==> config.mk <==
export PLATFORM = sky130hd
export DESIGN_NAME = imm_gen_pipe_flat
export DESIGN_NICKNAME = d
export VERILOG_FILES = /design/src/rtl/imm_gen_pipe_if.sv /design/src/rtl/imm_gen_pipe.sv /design/src/flat_wrapper.sv
export SDC_FILE = /design/constraint.sdc
export NUM_CORES = 1
export LEC_CHECK = 0
export BUFFER_PORTS_ARGS = -buffer_cell sky130_fd_sc_hd__buf_4
export CORE_ASPECT_RATIO = 2
export CORE_MARGIN = 1.5
export CORE_UTILIZATION = 30
export DETAILED_ROUTE_END_ITERATION = 10
export PLACE_DENSITY = 0.54
export SYNTH_ARGS = -nofsm -noshare
export SYNTH_HDL_FRONTEND = slang
export SYNTH_SLANG_ARGS = --single-unit
==> constraint.sdc <==
create_clock -name clk -period 4.97 [get_ports clk]
set_input_delay 0.2485 -clock clk [delete_from_list [all_inputs] [get_ports clk]]
set_output_delay 0.2485 -clock clk [all_outputs]
set_load 0.005 [all_outputs]
==> src/rtl/imm_gen_pipe_if.sv <==
// Handshake bundle for the registered immediate-generation stage.
// The stage itself uses the slave view; its environment uses the master view.
interface imm_gen_pipe_if #(
  parameter int XLEN  = 32,
  parameter int TAG_W = 32
);
  // upstream (decode) side
  logic             in_valid;
  logic             in_ready;
  logic [31:0]      in_inst;
  logic [2:0]       in_immsrc;
  logic [TAG_W-1:0] in_tag;

  // pipeline control
  logic             flush;

  // downstream (execute operand mux) side
  logic             out_valid;
  logic             out_ready;
  logic [XLEN-1:0]  out_imm;
  logic [TAG_W-1:0] out_tag;
  logic             out_illegal;

  modport master (
    output in_valid, in_inst, in_immsrc, in_tag, flush, out_ready,
    input  in_ready, out_valid, out_imm, out_tag, out_illegal
  );

  modport slave (
    input  in_valid, in_inst, in_immsrc, in_tag, flush, out_ready,
    output in_ready, out_valid, out_imm, out_tag, out_illegal
  );
endinterface

==> src/rtl/imm_gen_pipe.sv <==
// Registered RISC-V immediate generator (I/S/B/U/J/Z formats) with a
// 2-entry skid buffer: M drives the outputs, K absorbs one beat of backpressure.
module imm_gen_pipe #(
  parameter int XLEN  = 32,
  parameter int TAG_W = 32
) (
  input logic           clk,
  input logic           rst,
  imm_gen_pipe_if.slave bus
);

  typedef enum logic [1:0] {
    ST_EMPTY = 2'b00,
    ST_MAIN  = 2'b01,
    ST_FULL  = 2'b11
  } state_t;

  state_t state, state_n;

  logic             in_ready_q;
  logic [XLEN-1:0]  m_imm, k_imm;
  logic [TAG_W-1:0] m_tag, k_tag;
  logic             m_ill, k_ill;

  logic             accept, drain;
  logic             m_load_in, m_load_k, k_load;

  logic [31:0]      imm32;
  logic [XLEN-1:0]  imm_c;
  logic             ill_c;
  logic             unused_opcode;

  assign unused_opcode = ^bus.in_inst[6:0];

  always_comb begin
    imm32 = '0;
    ill_c = 1'b0;
    unique case (bus.in_immsrc)
      3'b000: imm32 = {{20{bus.in_inst[31]}}, bus.in_inst[31:20]};
      3'b001: imm32 = {{20{bus.in_inst[31]}}, bus.in_inst[31:25], bus.in_inst[11:7]};
      3'b010: imm32 = {{19{bus.in_inst[31]}}, bus.in_inst[31], bus.in_inst[7],
                       bus.in_inst[30:25], bus.in_inst[11:8], 1'b0};
      3'b011: imm32 = {bus.in_inst[31:12], 12'b0};
      3'b100: imm32 = {{11{bus.in_inst[31]}}, bus.in_inst[31], bus.in_inst[19:12],
                       bus.in_inst[20], bus.in_inst[30:21], 1'b0};
      3'b101: imm32 = {27'b0, bus.in_inst[19:15]};
      default: ill_c = 1'b1;
    endcase
  end

  // Z has bit 31 clear and illegal is all-zero, so one signed widening covers every format.
  assign imm_c = XLEN'($signed(imm32));

  assign accept = bus.in_valid & in_ready_q;
  assign drain  = (state != ST_EMPTY) & bus.out_ready;

  always_comb begin
    state_n   = state;
    m_load_in = 1'b0;
    m_load_k  = 1'b0;
    k_load    = 1'b0;
    if (bus.flush) begin
      state_n = ST_EMPTY;
    end else begin
      unique case (state)
        ST_EMPTY: begin
          if (accept) begin
            m_load_in = 1'b1;
            state_n   = ST_MAIN;
          end
        end
        ST_MAIN: begin
          if (accept && drain) begin
            m_load_in = 1'b1;
          end else if (accept) begin
            k_load  = 1'b1;
            state_n = ST_FULL;
          end else if (drain) begin
            state_n = ST_EMPTY;
          end
        end
        ST_FULL: begin
          if (drain) begin
            m_load_k = 1'b1;
            state_n  = ST_MAIN;
          end
        end
        default: state_n = ST_EMPTY;
      endcase
    end
  end

  always_ff @(posedge clk or posedge rst) begin
    if (rst) begin
      state      <= ST_EMPTY;
      in_ready_q <= 1'b1;
    end else begin
      state      <= state_n;
      in_ready_q <= (state_n != ST_FULL);
    end
  end

  always_ff @(posedge clk or posedge rst) begin
    if (rst) begin
      m_imm <= '0;
      m_tag <= '0;
      m_ill <= 1'b0;
      k_imm <= '0;
      k_tag <= '0;
      k_ill <= 1'b0;
    end else begin
      if (m_load_in) begin
        m_imm <= imm_c;
        m_tag <= bus.in_tag;
        m_ill <= ill_c;
      end else if (m_load_k) begin
        m_imm <= k_imm;
        m_tag <= k_tag;
        m_ill <= k_ill;
      end
      if (k_load) begin
        k_imm <= imm_c;
        k_tag <= bus.in_tag;
        k_ill <= ill_c;
      end
    end
  end

  assign bus.in_ready    = in_ready_q;
  assign bus.out_valid   = (state != ST_EMPTY);
  assign bus.out_imm     = m_imm;
  assign bus.out_tag     = m_tag;
  assign bus.out_illegal = m_ill;

endmodule

==> src/flat_wrapper.sv <==
// flat-port wrapper written by rule: the top's interface ports become plain ports
module imm_gen_pipe_flat 
#(
  parameter int XLEN  = 32,
  parameter int TAG_W = 32
)
  (clk, rst, bus_in_valid, bus_in_inst, bus_in_immsrc, bus_in_tag, bus_flush, bus_out_ready, bus_in_ready, bus_out_valid, bus_out_imm, bus_out_tag, bus_out_illegal);
  imm_gen_pipe_if #(.XLEN(XLEN), .TAG_W(TAG_W)) bus_i ();
  input logic clk;
  input logic rst;
  input wire logic [$bits(bus_i.in_valid)-1:0] bus_in_valid;
  input wire logic [$bits(bus_i.in_inst)-1:0] bus_in_inst;
  input wire logic [$bits(bus_i.in_immsrc)-1:0] bus_in_immsrc;
  input wire logic [$bits(bus_i.in_tag)-1:0] bus_in_tag;
  input wire logic [$bits(bus_i.flush)-1:0] bus_flush;
  input wire logic [$bits(bus_i.out_ready)-1:0] bus_out_ready;
  output wire logic [$bits(bus_i.in_ready)-1:0] bus_in_ready;
  output wire logic [$bits(bus_i.out_valid)-1:0] bus_out_valid;
  output wire logic [$bits(bus_i.out_imm)-1:0] bus_out_imm;
  output wire logic [$bits(bus_i.out_tag)-1:0] bus_out_tag;
  output wire logic [$bits(bus_i.out_illegal)-1:0] bus_out_illegal;
  assign bus_i.in_valid = bus_in_valid;
  assign bus_i.in_inst = bus_in_inst;
  assign bus_i.in_immsrc = bus_in_immsrc;
  assign bus_i.in_tag = bus_in_tag;
  assign bus_i.flush = bus_flush;
  assign bus_i.out_ready = bus_out_ready;
  assign bus_in_ready = bus_i.in_ready;
  assign bus_out_valid = bus_i.out_valid;
  assign bus_out_imm = bus_i.out_imm;
  assign bus_out_tag = bus_i.out_tag;
  assign bus_out_illegal = bus_i.out_illegal;
  imm_gen_pipe #(.XLEN(XLEN), .TAG_W(TAG_W)) u_core (.clk(clk), .rst(rst), .bus(bus_i));
endmodule
[After elaboration in Yosys (flattened, before gate mapping)]
Index checks and enable logic that the tools add are counted.
Widths: inputs -> output; s select.
Cells by class
  add/sub/neg operators: 0
  $mul: 0
  divide/modulo/power cells: 0
  magnitude comparators: 0
  eq/ne operators: 8
  shift-type cells: 0
  multiplexer cells: 25
  bitwise gates (word level): 2
  reductions and logical operators: 6
Operators with widths (number)
  $pmux 32 s6: 1
  $mux 32: 4
  $mux 1: 12
  $mux 2: 6
  $eq 3x2->1 const B: 2
  $eq 3x3->1 const B: 2
  $pmux 2 s3: 1
  $reduce_or 6->1: 1
  $reduce_bool 2->1: 2
  $eq 3x1->1 const B: 1
  $logic_not 3->1: 1
  $and 1x1->1: 2
  $eq 2x1->1 const B: 1
  $eq 2x2->1 const B: 1
  $logic_not 2->1: 1
  $ne 2x2->1 const B: 1
  $pmux 1 s2: 1
  $logic_and 1x1->1: 1
Word-level totals
  register bits: 133
  bits in latches: 0
  RAM bits: 0
  memory bits (read-only): 0
  input port bits: 72
  output and inout port bits: 67
  memories: 0

[Longest topological paths before layout]
  depth after elaboration: 8
  depth in mapped cells: 6

[Worst setup path after synthesis]
Ideal clock, no wire load.
  path type: flip-flop to flip-flop
  start point: register u_core.in_ready_q (netlist: u_core.bus.in_ready)
  end point: register u_core.k_imm[19]
  library setup time: 0.125 ns
  data arrival time: 1.723 ns
  data required time: 4.845 ns
  setup slack: 3.122 ns
  cell stages (with the launch flop): 6
  path through: dfstp_2 > nand3b_4 > or4b_4 > buf_6 > buf_6 > mux2_4
Between the ends
  cells in the longest elaborated chain, start to end: 5
  elaborated cells on any way between the ends: 6
Ends and longest elaborated chain
  from (decl): line imm_gen_pipe.sv:20  | logic in_ready_q;
  from (signal assigned): line imm_gen_pipe.sv:99  | in_ready_q <= (state_n != ST_FULL);
  $and 1x1->1 (*): line imm_gen_pipe.sv:54  | assign accept = bus.in_valid & in_ready_q;
  $mux 1 or $logic_and 1x1->1 (tied branches): line imm_gen_pipe.sv:75, imm_gen_pipe.sv:73
  $mux 1 (*): line imm_gen_pipe.sv:73  | if (accept && drain) begin
  $mux 1 (*): line imm_gen_pipe.sv:65  | unique case (state)
  $mux 1 (*): line imm_gen_pipe.sv:62  | if (bus.flush) begin
  to (signal assigned): line imm_gen_pipe.sv:122  | k_imm <= imm_c;
  to (decl): line imm_gen_pipe.sv:21  | logic [XLEN-1:0] m_imm, k_imm;
Mark *: on every way between the ends. The rest lies on a longest branch, timed or not.
A chain may end at the register's enable or synchronous reset.

[Worst setup path in the final report]
  start point: register u_core.in_ready_q (netlist: u_core.bus.in_ready)
  end point: register u_core.k_imm[17]
The elaborated chain is that of the path after synthesis.

==> results by group <==
Die
  • Chip height: between 200 and 250 um
  • Full die area: 21260 um^2
  • Starting Density: 0.3065
  • Row count: 73
  • Core area: around 20000 um^2
  • Die X: about 100 um
  • I/O pins: about 140

Global route
  • Met3 Usage GRT: 0.03245
  • Met2 Use GR: 0.3001
  • Overall routing resource usage: 0.1660
  • Pin count of the biggest net entering global routing: 69
  • Met1 usage in global routing: 0.1869
  • Number of antenna violations at the first check in global routing: 0
  • Global-route wire length before repair: around 28 mm
  • Total gr overflow: 0
  • Most Crowded Layer GR: met2
  • Vias in the first global route: 5086

Timing
  • Final Cycle Share: 0.4929
  • Relative slew slack: 0.2644
  • Post-route setup TNS: 0 ns
  • Setup WS post-layout: 2.520 ns
  • RSZ-0062 raised after global routing: false
  • Final Setup Violations: 0
  • Final Hold Viols: 0
  • Post-layout min period: 2.450 ns
  • Clock Skews: 0.01123 ns
  • F_max: between 400 and 500 MHz
  • Slew Limit Fails: 0
  • Actual slew at the worst max-slew pin: about 1.1 ns

Clock tree
  • Total CTS buffers: 17
  • Setup repair bufs after CTS: 0
  • CTS tree: built
  • Maximum root-to-sink buffer count: 2
  • H-Tree Depth: 4
  • # hold bufs at CTS: 0
  • Sink Count: 133
  • Cts repair resizes: 0
  • Reg clk slew, reported paths: 0.06 ns
  • Root Driver: clkbuf_16
  • Clock Latency Late Sink: ~0.42 ns

Setup path
  • Crit path DAT: 2.75 ns
  • CP Buf/Inv Count: 1
  • Levels on crit path: 4
  • Slowest CP cell: or4b_4
  • CP cell instances: nand3b_4 -> or4b_4 -> buf_4 -> mux2_4
  • Kind of critical path: flip-flop to flip-flop
  • Crit path max-delay family: simple AND/OR/NAND/NOR gates
  • R2R cell count: 4
  • Worst-path maximum fanout: 61
  • Worst Setup End Kind: flip-flop
  • Critical Path Source Type: flip-flop
  • Max incr delay on CP: 0.80 ns
  • WP data required: 5.27 ns

Synthesis
  • Mapped Nets: about 700
  • Post-synth EDFFs: 0
  • Distinct cells, synth: 37
  • Post-Synthesis Mean Instance Area: 10.01 um^2
  • Cells after Synth: 610
  • Seq/Total Area, Yosys: 0.5455
  • Synth Register Bits: about 130
  • Top cells by area, synth: dfrtp_1 54%, nand2_1 8.7%, mux2_4 8.4%
  • Synthesis Warnings: 0
  • Biggest area consumer among synthesized cells: dfrtp_1
  • Count leader, synth: nand2_1
  • Synth top area share: 0.5412
  • Mapped cell area: 6103 um^2
  • Ys flop type: dfrtp_1
  • Async S/R FF share, synth: 1.000
  • Most frequent cells after synthesis: 142 x nand2_1, 132 x dfrtp_1, 50 x a21oi_1

Routing
  • Vias: around 5000
  • DRT Pass-1 Iters: 6
  • DR iter-0 viols: between 200 and 250
  • Avg WL per Cell: 17.12 um
  • Drt total wl: 17.04 mm
  • Via density: 5.018
  • DRC Markers: 0
  • Final ANT Viol Nets: 0

Place
  • RD Place Congestion: 0.7718
  • DP Worst Slack: between 2 and 3 ns
  • IO buf count: 131
  • Hpwl dp: 11.62 mm

Cells and area
  • Reg area: about 3300 um^2
  • Share of layout cells above drive strength 1: 0.2933
  • Area Growth Syn to Fin: 28.82%
  • Final Net Count: 793
  • Multi-input gate area: 2550 um^2
  • # fillers: 2007
  • Antenna Diode Count: 0

Job
  • Max-cap violation count: 0

Pwr
  • PnR Total Power: 0.003328 W
  • P per Cell Area: 423.2 nW/um^2
  • Max VDD drop: 0.1847 mV
  • Lkg Pwr: roughly 3.8 nW

Outcome
  • Status: complete, no violations

Min path
  • Tightest Hold Check Type: primary input to asynchronous set/reset pin
-- worst paths after layout --
kind	startpoint	end	slack, ns
max	u_core.bus.in_ready$_DFF_PP1_	u_core.k_imm[17]$_DFFE_PP0P_	2.52
min	rst	u_core.k_tag[16]$_DFFE_PP0P_	0.03
max reg2reg	u_core.bus.in_ready$_DFF_PP1_	u_core.k_imm[17]$_DFFE_PP0P_	2.52
min reg2reg	u_core.k_imm[14]$_DFFE_PP0P_	u_core.k_imm[14]$_DFFE_PP0P_	0.48
max in group asynchronous	rst	u_core.bus.out_imm[22]$_DFFE_PP0P_	3.56
min in group clk	bus_flush	u_core.state[0]$_DFF_PP0_	0.06
-- worst reg2reg max path, cell delays in order, from the launching register on --
cell      delay [ns]
dfstp_2         0.56
nand3b_4        0.11
or4b_4          0.80
buf_4           0.48
mux2_4          0.38
-- state kept, by name, summed over array words and instances (netlist names) --
signal	cells
u_core.k_ill	1
u_core.bus.in_ready	1
u_core.k_tag	32
u_core.bus.out_illegal	1
u_core.bus.out_tag	32
u_core.state	2
u_core.bus.out_imm	32
u_core.k_imm	32
-- placed cells by master, fill, tap and decap left out, drive strengths merged, types with 5 or more instances in the layout --
cell type,n
and3,27
mux2i,5
o21ai,31
a221o,9
inv,5
nand2,142
a21oi,50
clkinv,7
clkbuf,18
mux2,37
a211oi,5
dfrtp,132
a31oi,34
nand2b,7
buf,138
nor2,46
nor3b,5
-- layout make-up --
class,instances,share of cell area
clock inverter,13,0.02021
tap,262,0.04169
inverter,5,0.002705
clock buffer,18,0.05586
timing repair buffer,138,0.1318
sequential,133,0.4235
multi-input combinational,426,0.3243
-- per-layer routing --
| metal | wire (um) | share of wire |
|---|---|---|
| met5 | 0 | 0 |
| met4 | 516 | 0.030 |
| met3 | 685 | 0.040 |
| met2 | 8863 | 0.52 |
| met1 | 6974 | 0.41 |
-- through the flow --
stage,instance area (um^2),util,hold WS (ns),std cells
after global placement,7264,0.3648,0.4625,964
after detailed placement,7264,0.3648,0.4703,964
after global routing,7863,0.3949,0.04364,995
after CTS,7863,0.3949,0.03185,995
after floorplan,6103,-,0.3116,610
final,7863,0.3949,0.03003,995
-- power by group --
group | total (W) | switching [W] | leakage, nW | internal, W
clock network | 0.00128 | 0.000480 | 0.288 | 0.000797
logic | 0.000620 | 0.000262 | 1.90 | 0.000358
registers | 0.00143 | 0.000125 | 1.61 | 0.00131
total | 0.00333 | 0.000867 | 3.80 | 0.00246
-- cells by family (layout without fill, tap and decap cells) --
kind of cell / after synthesis / in the layout / share of synthesized area
muxes: 42 / 42 / 0.09738
DFF: 133 / 133 / 0.5455
adders and majority gates: 1 / 1 / 0.001640
and+or+nand+nor: 240 / 240 / 0.1759
AOI/OAI and AO/OA: 143 / 143 / 0.1412
buffers and inverters: 51 / 174 / 0.03833
(Power assumes the default switching activity.)
